File: src/rtl/fwd_pkg.sv
// Shared types and encodings for the operand-forwarding controller.
// Select codes, scoreboard entry layout and the match helper.
package fwd_pkg;

  localparam int FWD_REG_AW = 3;

  localparam logic [1:0] SEL_RF    = 2'b00;
  localparam logic [1:0] SEL_EXMEM = 2'b01;
  localparam logic [1:0] SEL_MEMWB = 2'b10;
  localparam logic [1:0] SEL_WB    = 2'b11;

  typedef struct packed {
    logic                  valid;
    logic [FWD_REG_AW-1:0] dst;
    logic                  wr_en;
    logic                  is_load;
  } sb_entry_t;

  // r0 never forwards: it reads as zero regardless of writers.
  function automatic logic ent_match(
    input sb_entry_t             e,
    input logic [FWD_REG_AW-1:0] src,
    input logic                  used
  );
    return e.valid & e.wr_en & used
         & (src != '0) & (e.dst == src);
  endfunction

endpackage

File: src/rtl/fwd_match.sv
// Priority comparator for one source operand against S1..S3.
// WB-stage forwarding is enabled by defining FWD_WB_EN.
module fwd_match
  import fwd_pkg::*;
(
  input  logic [FWD_REG_AW-1:0] i_src,
  input  logic                  i_used,
  input  sb_entry_t             i_s1,
  input  sb_entry_t             i_s2,
  input  sb_entry_t             i_s3,
  output logic [1:0]            o_sel,
  output logic                  o_load_hit
);

  logic w_m1;
  logic w_m2;
  logic w_m3;

  assign w_m1 = ent_match(i_s1, i_src, i_used);
  assign w_m2 = ent_match(i_s2, i_src, i_used);
  assign w_m3 = ent_match(i_s3, i_src, i_used);

  assign o_load_hit = w_m1 & i_s1.is_load;

  always_comb begin
    o_sel = SEL_RF;
    if (w_m1) begin
      o_sel = SEL_EXMEM;
    end else if (w_m2) begin
      o_sel = SEL_MEMWB;
    end else if (w_m3) begin
`ifdef FWD_WB_EN
      o_sel = SEL_WB;
`else
      // write-through RF already holds the WB value
      o_sel = SEL_RF;
`endif
    end
  end

endmodule

File: src/rtl/fwd_sel_ctrl.sv
// Forwarding select and load-use stall controller (EX/MEM/WB scoreboard).
// Define FWD_WB_EN to forward from the WB holding register (sel 11).
module fwd_sel_ctrl
  import fwd_pkg::*;
#(
  parameter int REG_AW = FWD_REG_AW
) (
  input  logic              clk,
  input  logic              rst_n,
  input  logic              id_valid,
  input  logic [REG_AW-1:0] id_rs,
  input  logic [REG_AW-1:0] id_rt,
  input  logic              id_rs_used,
  input  logic              id_rt_used,
  input  logic [REG_AW-1:0] id_dst,
  input  logic              id_wr_en,
  input  logic              id_is_load,
  input  logic              flush,
  output logic [1:0]        sel_a,
  output logic [1:0]        sel_b,
  output logic              stall
);

  sb_entry_t  r_s1;
  sb_entry_t  r_s2;
  sb_entry_t  r_s3;
  logic [1:0] r_sel_a;
  logic [1:0] r_sel_b;

  logic [1:0] w_sel_a;
  logic [1:0] w_sel_b;
  logic       w_hit_a;
  logic       w_hit_b;
  logic       w_issue;
  sb_entry_t  w_new;

  fwd_match u_match_a (
    .i_src      (id_rs),
    .i_used     (id_rs_used),
    .i_s1       (r_s1),
    .i_s2       (r_s2),
    .i_s3       (r_s3),
    .o_sel      (w_sel_a),
    .o_load_hit (w_hit_a)
  );

  fwd_match u_match_b (
    .i_src      (id_rt),
    .i_used     (id_rt_used),
    .i_s1       (r_s1),
    .i_s2       (r_s2),
    .i_s3       (r_s3),
    .o_sel      (w_sel_b),
    .o_load_hit (w_hit_b)
  );

  // flush wins over stall: a squashed consumer never waits
  assign stall   = id_valid & ~flush & (w_hit_a | w_hit_b);
  assign w_issue = id_valid & ~flush & ~stall;

  always_comb begin
    w_new         = '0;
    w_new.valid   = w_issue;
    w_new.dst     = id_dst;
    w_new.wr_en   = id_wr_en;
    w_new.is_load = id_is_load;
    if (!w_issue) begin
      w_new = '0;
    end
  end

  always_ff @(posedge clk) begin
    if (!rst_n) begin
      r_s1    <= '0;
      r_s2    <= '0;
      r_s3    <= '0;
      r_sel_a <= SEL_RF;
      r_sel_b <= SEL_RF;
    end else begin
      r_s3    <= r_s2;
      r_s2    <= r_s1;
      r_s1    <= w_new;
      r_sel_a <= w_issue ? w_sel_a : SEL_RF;
      r_sel_b <= w_issue ? w_sel_b : SEL_RF;
    end
  end

  assign sel_a = r_sel_a;
  assign sel_b = r_sel_b;

endmodule

File: config.mk
export PLATFORM = sky130hd
export DESIGN_NAME = fwd_sel_ctrl
export DESIGN_NICKNAME = d
export VERILOG_FILES = /design/src/rtl/fwd_pkg.sv /design/src/rtl/fwd_match.sv /design/src/rtl/fwd_sel_ctrl.sv
export SDC_FILE = /design/constraint.sdc
export NUM_CORES = 1
export LEC_CHECK = 0
export CAP_MARGIN = 10
export CORE_AREA = 2 2 39 41
export CTS_BUF_LIST = sky130_fd_sc_hd__clkbuf_8
export DETAILED_ROUTE_END_ITERATION = 8
export DIE_AREA = 0 0 41 43
export DONT_BUFFER_PORTS = 1
export PLACE_DENSITY = 0.68
export SKIP_CTS_REPAIR_TIMING = 1
export SLEW_MARGIN = 20
export SYNTH_ARGS = -nofsm -noshare
export SYNTH_HDL_FRONTEND = slang
export SYNTH_SLANG_ARGS = --single-unit
File: constraint.sdc
create_clock -name clk -period 1.3 [get_ports clk]
set_input_delay 0.13 -clock clk [delete_from_list [all_inputs] [get_ports clk]]
set_output_delay 0.13 -clock clk [all_outputs]
set_load 0.005 [all_outputs]
==> results of run 1 <==
## synthesized netlist by cell type, drive strengths merged, types with 2 or more instances
library cell	number	area, sq um
nand3	2	10.01
nand2	8	30.03
nor2	3	11.26
nor3	7	35.03
dfxtp	15	300.3
and2	5	31.28
o2111ai	2	17.52
xnor2	7	61.31
xor2	3	26.28
inv	2	7.510
nor4	3	31.28
## cell type report
cell class              count  area, sq um
clock buffers               3        41.29
clock inverters             1        5.005
fillers                   127        529.3
inverters                   2        7.507
multi-input cells          51        370.4
flip-flops and latches     15        302.8
well taps                  16        20.02
repair buffers             13        107.6
## registers in the layout, indices dropped and copies added (netlist names)
register,flops
sel_b,2
r_s2,5
sel_a,2
r_s1,6
## placed cells by master (no fill, tap or decap), types with 3 or more instances in the layout
cell,n
dfxtp_1,13
buf_4,10
nand2_1,8
xnor2_1,7
nor3_1,7
and2_1,5
xor2_1,3
nor2_1,3
clkbuf_8,3
## per-stage QoR
step | total power, mW | setup WS (ns) | instance area, sq um | setup TNS [ns] | cells
after CTS | 0.9022 | -0.3465 | 783.3 | -0.9698 | 95
after global routing | 0.9417 | -0.3610 | 854.6 | -1.800 | 101
after global placement | 0.5360 | -0.05620 | 737.0 | -0.3423 | 91
after floorplan | 0.5272 | -0.02879 | 671.9 | -0.02879 | 69
after detailed placement | 0.5367 | -0.1012 | 737.0 | -0.5996 | 91
final | 0.9020 | -0.2953 | 854.6 | -1.143 | 101
## power by group
group          internal (mW)  switching (mW)
clock network          0.212           0.159
registers              0.468         0.00722
logic                 0.0303          0.0248
total                  0.711           0.191
## worst register-to-register path, stage by stage, from the launching register on
cell	delay (ns)
dfxtp_2	0.36
o21bai_1	0.08
o21a_1	0.22
nor4b_4	0.35
buf_4	0.18
buf_4	0.10
nor4_1	0.04
## worst paths after layout
kind	slack, ns	end	startpoint
hold / removal	-0.009	r_s1[4]$_SDFF_PN0_	id_dst[2]
setup reg to reg	-0.14	sel_a[1]$_SDFF_PP0_	r_s1[3]$_SDFF_PN0_
hold reg to reg	0.47	sel_a[1]$_SDFF_PP0_	r_s2[1]$_SDFF_PN0_
setup / recovery	-0.30	stall	r_s1[3]$_SDFF_PN0_
## metal layers
metal,vias to the layer above,share of wire [%]
met4,0,0.58
met2,16,53
met1,246,41
li1,270,-
met5,-,0
met3,2,5.7
## cell families (layout without fill, tap and decap cells)
| logic type | Yosys count | after routing | synth area share (%) |
|---|---|---|---|
| AND/OR/NAND/NOR | 35 | 35 | 32.15 |
| XOR/XNOR | 10 | 10 | 13.09 |
| flip-flops | 15 | 15 | 44.86 |
| buffers and inverters | 3 | 19 | 2.244 |
| AO/OA/AOI/OAI | 6 | 6 | 7.665 |
==> impl_metrics.toml, run 1 <==
[run_status]
status = "finished with violations"
violations = "negative hold slack, negative setup slack"

[critical_path]
worst-path-stages = 4
worstPathArrival_ns = 1.47
path_cells = "xor2_1, nor4_2, and3_4, o21ba_4"
r2r_cells = 6
cp-start-kind = "register"
slowest_stage = "dfxtp_2"
cp_max_fo = 5
cp_slowest_stage_delay_ns = 0.34
worstPathRequired_ns = 1.17
end_kind = "primary output"
critPathTopFamily = "simple AND/OR/NAND/NOR gates"
critPathBufInv = 0
worstSetupPathType = "reg -> out"

[floorplanning]
num_rows = 14
die_x_um = 41
start_util_pct = 48.37
core_sq_mm = 0.001384
pin_count = 22
die_y_um = 43
die-area_sq_mm = 0.001763

[timing]
period_share_pct = 122.7
min_period_ns = 1.595
hold_violations = 3
fmax_ghz = 0.6268
slew_viol_final = 0
relSlewSlack_pct = 80.90
layout_setup_ws_ns = -0.2953
setup_violations = 10
worst_pin_slew_ns = 0.2855
grt_setup_unrepaired = "true"
hold_slack_ns = -0.008601
clock_skew_ns = 0.004479

[route]
drc = 0
drt_iter0_drc = 7
drtPass1Iterations = 4
vias_per_cell = 5.287
wire_per_inst_um = 13.63
vias = 534
routed_wl_mm = 1.377
antenna_left = 0

[cts]
cts_tree = "done"
clock_sinks = 15
h-tree-depth = 1
path_clk_slew_ns = 0.06
cts_buffers = 3
clockBufferDepth = 2
cts-root-buf = "clkbuf_8"
clock_latency_ns = 0.24

[synth]
syn_area_sq_um = 669.4
yosys.cell_types.count = 24
ys_seq_elements = 15
ys.warnings.count = 0
synthFlopType = "dfxtp_1"
async_reset_ff_share_pct = 0
synth_nets = 86
avgSynthCellArea_sq_um = 9.701
yosysSeqAreaShare_pct = 44.86
synthCells = 69
synth_edf_count = 0

[place]
portBuffers = 0
gp_congestion = 0.8053

[grt]
grt_max_degree = 10
antenna_found_initial = 0
gr-usage-met2_pct = 28.75
grt_pass1_wl_mm = 2.139
globalRouteMet1Util_pct = 21.97
overflow = 0
top_usage_layer = "met2"
grt_pass1_vias = 488
grt_use_met3_pct = 7.330
grt_usage_pct = 18.69

[job]
drv_cap = 0

[final_layout]
fin_util_pct = 61.75
area_growth_pct = 27.66
layout-drive-gt1-share_pct = 29.41
num_antenna_cells = 0
fin_nets = 103

[pwr]
irDropWorstVdd_mv = 0.6013
p_leak_nw = 0.3405
p_per_area_mw_per_mm2 = 1055

[worst_hold_path]
hold_depth = 2
hold_class = "in -> reg"
(Power assumes the default switching activity.)
==> run 2, diff against run 1 <==
--- a/config.mk
+++ b/config.mk
@@ -8,6 +8,7 @@
 export CAP_MARGIN = 10
 export CORE_AREA = 2 2 39 41
 export CTS_BUF_LIST = sky130_fd_sc_hd__clkbuf_8
+export CTS_CLUSTER_SIZE = 28
 export DETAILED_ROUTE_END_ITERATION = 8
 export DIE_AREA = 0 0 41 43
 export DONT_BUFFER_PORTS = 1
==> constraint.sdc (replaced) <==
create_clock -name clk -period 1.3 [get_ports clk]
set_input_delay 0.26 -clock clk [delete_from_list [all_inputs] [get_ports clk]]
set_output_delay 0.26 -clock clk [all_outputs]
set_load 0.005 [all_outputs]
==> run 2 against run 1 <==
Net effect:
- the run ends with negative setup slack left
- design area down 3.5%
- final cell count down 4.0%
- register-to-register slack better by 0.06 ns
- clock power about the same
- non-clock buffer count down 4
- global-route usage up 1.0 points
- routed wire length down 1.9%
- first-iteration DRC count down 29%
- critical path type unchanged
==> impl_metrics.toml, run 2 (synthesis gave the netlist of run 1 again) <==
[grt]
antenna_found_initial = 0
overflow = 0
grt_max_degree = 9
grt_pass1_vias = 525
grt_usage_pct = 19.70
grt_pass1_wl_mm = 2.283

[timing]
setup_violations = 9
clock_skew_ns = 0.003008
relSlewSlack_pct = 81.37
grt_setup_unrepaired = "true"
layout_setup_ws_ns = -0.4136
worst_pin_slew_ns = 0.2782
period_share_pct = 131.8
min_period_ns = 1.714
setup_tns_ns = -0.9559
hold_violations = 0
slew_viol_final = 0
fmax_ghz = 0.5836

[critical_path]
cp_max_fo = 4
critPathTopFamily = "simple AND/OR/NAND/NOR gates"
path_cells = "xor2_2, nor4_2, and3_1, o21ba_4"
rrSetupSlack_ns = -0.08
r2r_cells = 5
worstPathRequired_ns = 1.04
critPathBufInv = 0
cp-start-kind = "register"
worstPathArrival_ns = 1.45
slowest_stage = "dfxtp_4"
worst-path-stages = 4
end_kind = "primary output"
cp_slowest_stage_delay_ns = 0.36
worstSetupPathType = "reg -> out"

[final_layout]
stdcell_area_sq_um = 824.5
final_cell_mix = "12 x dfxtp_1, 8 x nand2_1, 8 x buf_4"
fin_nets = 99
top_register = "r_s1"
layout_top_registers = "r_s1 (6), r_s2 (5)"
final_common_cell = "dfxtp_1"
num_antenna_cells = 0
area_growth_pct = 23.18
largest_reg_flops = 6
layout-drive-gt1-share_pct = 27.16

[floorplanning]
num_rows = 14
pin_count = 22
start_util_pct = 48.37
die-area_sq_mm = 0.001763
core_sq_mm = 0.001384
die_y_um = 43
die_x_um = 41

[worst_hold_path]
hold_depth = 2
hold_class = "in -> reg"

[cts]
clockBufferDepth = 2
cts-root-buf = "clkbuf_8"
clock_latency_ns = 0.25
path_clk_slew_ns = 0.06
cts_tree = "done"
clock_sinks = 15
cts_buffers = 3
h-tree-depth = 1

[route]
drtPass1Iterations = 2
wire_per_inst_um = 13.93
antenna_left = 0
vias = 534
vias_per_cell = 5.505
drt_iter0_drc = 5
routed_wl_mm = 1.351
drc = 0

[job]
drv_cap = 0

[pwr]
p_leak_nw = 0.3232
p_per_area_mw_per_mm2 = 1094
irDropWorstVdd_mv = 0.5775
power_mw = 0.9023

[place]
placed_cell_area_sq_um = 744.5
gp_congestion = 0.8608
post-place-ws_ns = -0.08512
portBuffers = 0

[run_status]
violations = "negative setup slack"
status = "finished with violations"
==> run 2: area by class of cell <==
type	count	area, sq um
Timing Repair Buffer	9	71.32
Clock buffer	3	41.29
Inverter	2	7.507
Sequential cell	15	306.5
Fill cell	110	559.3
Tap cell	16	20.02
Clock inverter	1	3.754
Multi-Input combinational cell	51	374.1
==> run 2: power by group <==
part           internal [mW]  switching (mW)
Combinational         0.0335          0.0258
Clock                  0.209           0.160
Sequential             0.467         0.00734
Total                  0.710           0.193
==> run 2: worst paths after layout <==
check	startpoint	end
min	id_dst[2]	r_s1[4]$_SDFF_PN0_
max reg2reg	r_s1[3]$_SDFF_PN0_	r_s1[2]$_SDFF_PN0_
min reg2reg	r_s2[1]$_SDFF_PN0_	sel_a[1]$_SDFF_PP0_
max	r_s1[3]$_SDFF_PN0_	stall
==> run 2: per-stage QoR <==
step,hold slack (ns),util (%),instances
6_report,0.1186,59.58,97
4_1_cts,0.1192,57.05,96
3_5_place_dp,0.3821,53.80,92
3_3_place_gp,0.3738,53.80,92
5_1_grt,0.1220,59.58,97
2_1_floorplan,0.3709,-,69
==> run 2: per-layer routing <==
metal	share of wire, %	track usage (%)
met2	50	29.69
met3	6.2	5.236
met4	2.0	10.00
met1	42	24.67
met5	0	0
==> run 2: worst register-to-register path: stages, from the launching register on <==
cell     delay, ns
dfxtp_4       0.36
xor2_2        0.15
nor4_2        0.30
and3_1        0.24
buf_4         0.16
nor3_1        0.06
==> run 3, diff against run 2 <==
--- a/config.mk
+++ b/config.mk
@@ -5,14 +5,14 @@
 export SDC_FILE = /design/constraint.sdc
 export NUM_CORES = 1
 export LEC_CHECK = 0
+export BUFFER_PORTS_ARGS = -buffer_cell sky130_fd_sc_hd__buf_2
 export CAP_MARGIN = 10
-export CORE_AREA = 2 2 39 41
+export CORE_MARGIN = 2
+export CORE_UTILIZATION = 45
 export CTS_BUF_LIST = sky130_fd_sc_hd__clkbuf_8
 export CTS_CLUSTER_SIZE = 28
 export DETAILED_ROUTE_END_ITERATION = 8
-export DIE_AREA = 0 0 41 43
-export DONT_BUFFER_PORTS = 1
-export PLACE_DENSITY = 0.68
+export PLACE_DENSITY = 0.75
 export SKIP_CTS_REPAIR_TIMING = 1
 export SLEW_MARGIN = 20
 export SYNTH_ARGS = -nofsm -noshare
==> run 3 against run 2 <==
Net effect:
- the flow still finishes with violations (negative setup slack)
- sequential power barely moved
- sequential share of layout area fell by 5.6 points
- critical path depth rose by 1
- critical endpoint unchanged
- largest cell class unchanged
- highest routed layer unchanged
==> impl_metrics.toml, run 3 (synthesis gave the netlist of run 1 again) <==
[route]
drtPass1Iterations = 4
top_layer_used = "met4"
routed_wl_mm = 1.644
vias_per_cell = 5.033
wl_met1_um = 730
dr_wl_met3_um = 63
met2_length_um = 808
antenna_left = 0
drt_iter0_drc = 8
drc = 0
wire_per_inst_um = 13.37
vias = 619

[final_layout]
fin_nets = 126
fin_util_pct = 72.01
top_register = "r_s1"
area_growth_pct = 45.23
largest_reg_flops = 6
layout_top_registers = "r_s1 (6), r_s2 (5)"
num_antenna_cells = 0
layout-drive-gt1-share_pct = 46.30
final_cell_mix = "21 x buf_2, 14 x buf_4, 12 x dfxtp_1"
final_cells = 123
final_common_cell = "buf_2"

[timing]
setup_violations = 9
fmax_ghz = 0.5541
hold_slack_ns = 0.2149
setup_tns_ns = -1.661
hold_violations = 0
period_share_pct = 138.8
layout_setup_ws_ns = -0.5046
clock_skew_ns = 0.002016
worst_pin_slew_ns = 0.2743
relSlewSlack_pct = 81.57
min_period_ns = 1.805
slew_viol_final = 0
grt_setup_unrepaired = "true"

[critical_path]
cp_max_fo = 4
r2r_start = "r_s1[3]$_SDFF_PN0_"
end_kind = "primary output"
r2r_end = "r_s1[2]$_SDFF_PN0_"
worstSetupPathType = "reg -> out"
critPathLaunch = "r_s1[3]$_SDFF_PN0_"
worstPathRequired_ns = 1.04
cp-start-kind = "register"
rrSetupSlack_ns = -0.17
setup.worst_path.end = "stall"
r2r_cells = 6
worstPathArrival_ns = 1.54

[cts]
cts-root-buf = "clkbuf_8"
h-tree-depth = 1
clock_sinks = 15
path_clk_slew_ns = 0.06
cts_tree = "done"
cts_buffers = 3
clock_latency_ns = 0.25
clockBufferDepth = 2

[pwr]
irDropWorstVdd_mv = 0.8154
p_leak_nw = 0.4587
p_per_area_mw_per_mm2 = 993.1

[floorplanning]
num_rows = 13
die_y_um = 42.57
die_x_um = 42.57
start_util_pct = 49.58
core_sq_mm = 0.001350
die-area_sq_mm = 0.001812
pin_count = 22

[grt]
grt_max_degree = 10
grt_pass1_wl_mm = 2.642
antenna_found_initial = 0
grt_pass1_vias = 597
grt_usage_pct = 20.18
overflow = 0

[worst_hold_path]
hold_class = "in -> reg"
hold_depth = 3
hold_start = "id_dst[1]"

[job]
drv_cap = 0

[place]
portBuffers = 21
placed_cells = 117
hpwl_mm = 1.235
gp_congestion = 0.8338

[run_status]
status = "finished with violations"
violations = "negative setup slack"
-- run 3: changes by cell type in the layout (fill, tap and decap cells not counted), sizes merged --
cell,previous run,this run
buf,9,36
clkinv,0,1
inv,3,2
-- run 3: cell type report --
cell class / instances / area (sq um)
clock buffers: 3 / 41.29
clock inverters: 1 / 5.005
fillers: 101 / 377.9
inverters: 2 / 7.507
multi-input cells: 51 / 371.6
flip-flops and latches: 15 / 306.5
well taps: 15 / 18.77
repair buffers: 36 / 221.5
-- run 3: how the worst min path moves through the flow --
stage | end | slack [ns]
after detailed placement | sel_a[1]$_SDFF_PP0_ | 0.45
after global placement | sel_b[0]$_SDFF_PN0_ | 0.46
after CTS | r_s1[3]$_SDFF_PN0_ | 0.22
final | r_s1[3]$_SDFF_PN0_ | 0.21
after floorplan | r_s1[3]$_SDFF_PN0_ | 0.37
after global routing | r_s1[4]$_SDFF_PN0_ | 0.22
-- run 3: stage by stage --
| step | setup slack [ns] | power, mW | instance area (sq um) |
|---|---|---|---|
| finish | -0.5046 | 0.9655 | 972.2 |
| global route | -0.5525 | 1.001 | 972.2 |
| CTS | -0.5126 | 0.9625 | 932.1 |
| detailed placement | -0.2832 | 0.5902 | 885.9 |
| global placement | -0.2684 | 0.5871 | 885.9 |
| floorplan | -0.1588 | 0.5272 | 671.9 |
-- run 3: layer usage --
layer,vias to the layer above,global-route usage (%)
met1,280,24.07
met3,5,5.172
met5,-,0
met2,17,32.62
li1,317,-
met4,0,11.25
-- run 3: report_power, final --
group          total, mW  internal [mW]  switching, mW
Combinational      0.110         0.0622         0.0481
Clock              0.380          0.213          0.168
Sequential         0.475          0.467        0.00794
Total              0.965          0.742          0.224
-- run 3: critical path, stage by stage (launching register included) --
cell     delay [ns]
dfxtp_2        0.34
xor2_1         0.15
nor4_2         0.33
and3_1         0.25
o21ba_1        0.12
buf_2          0.10
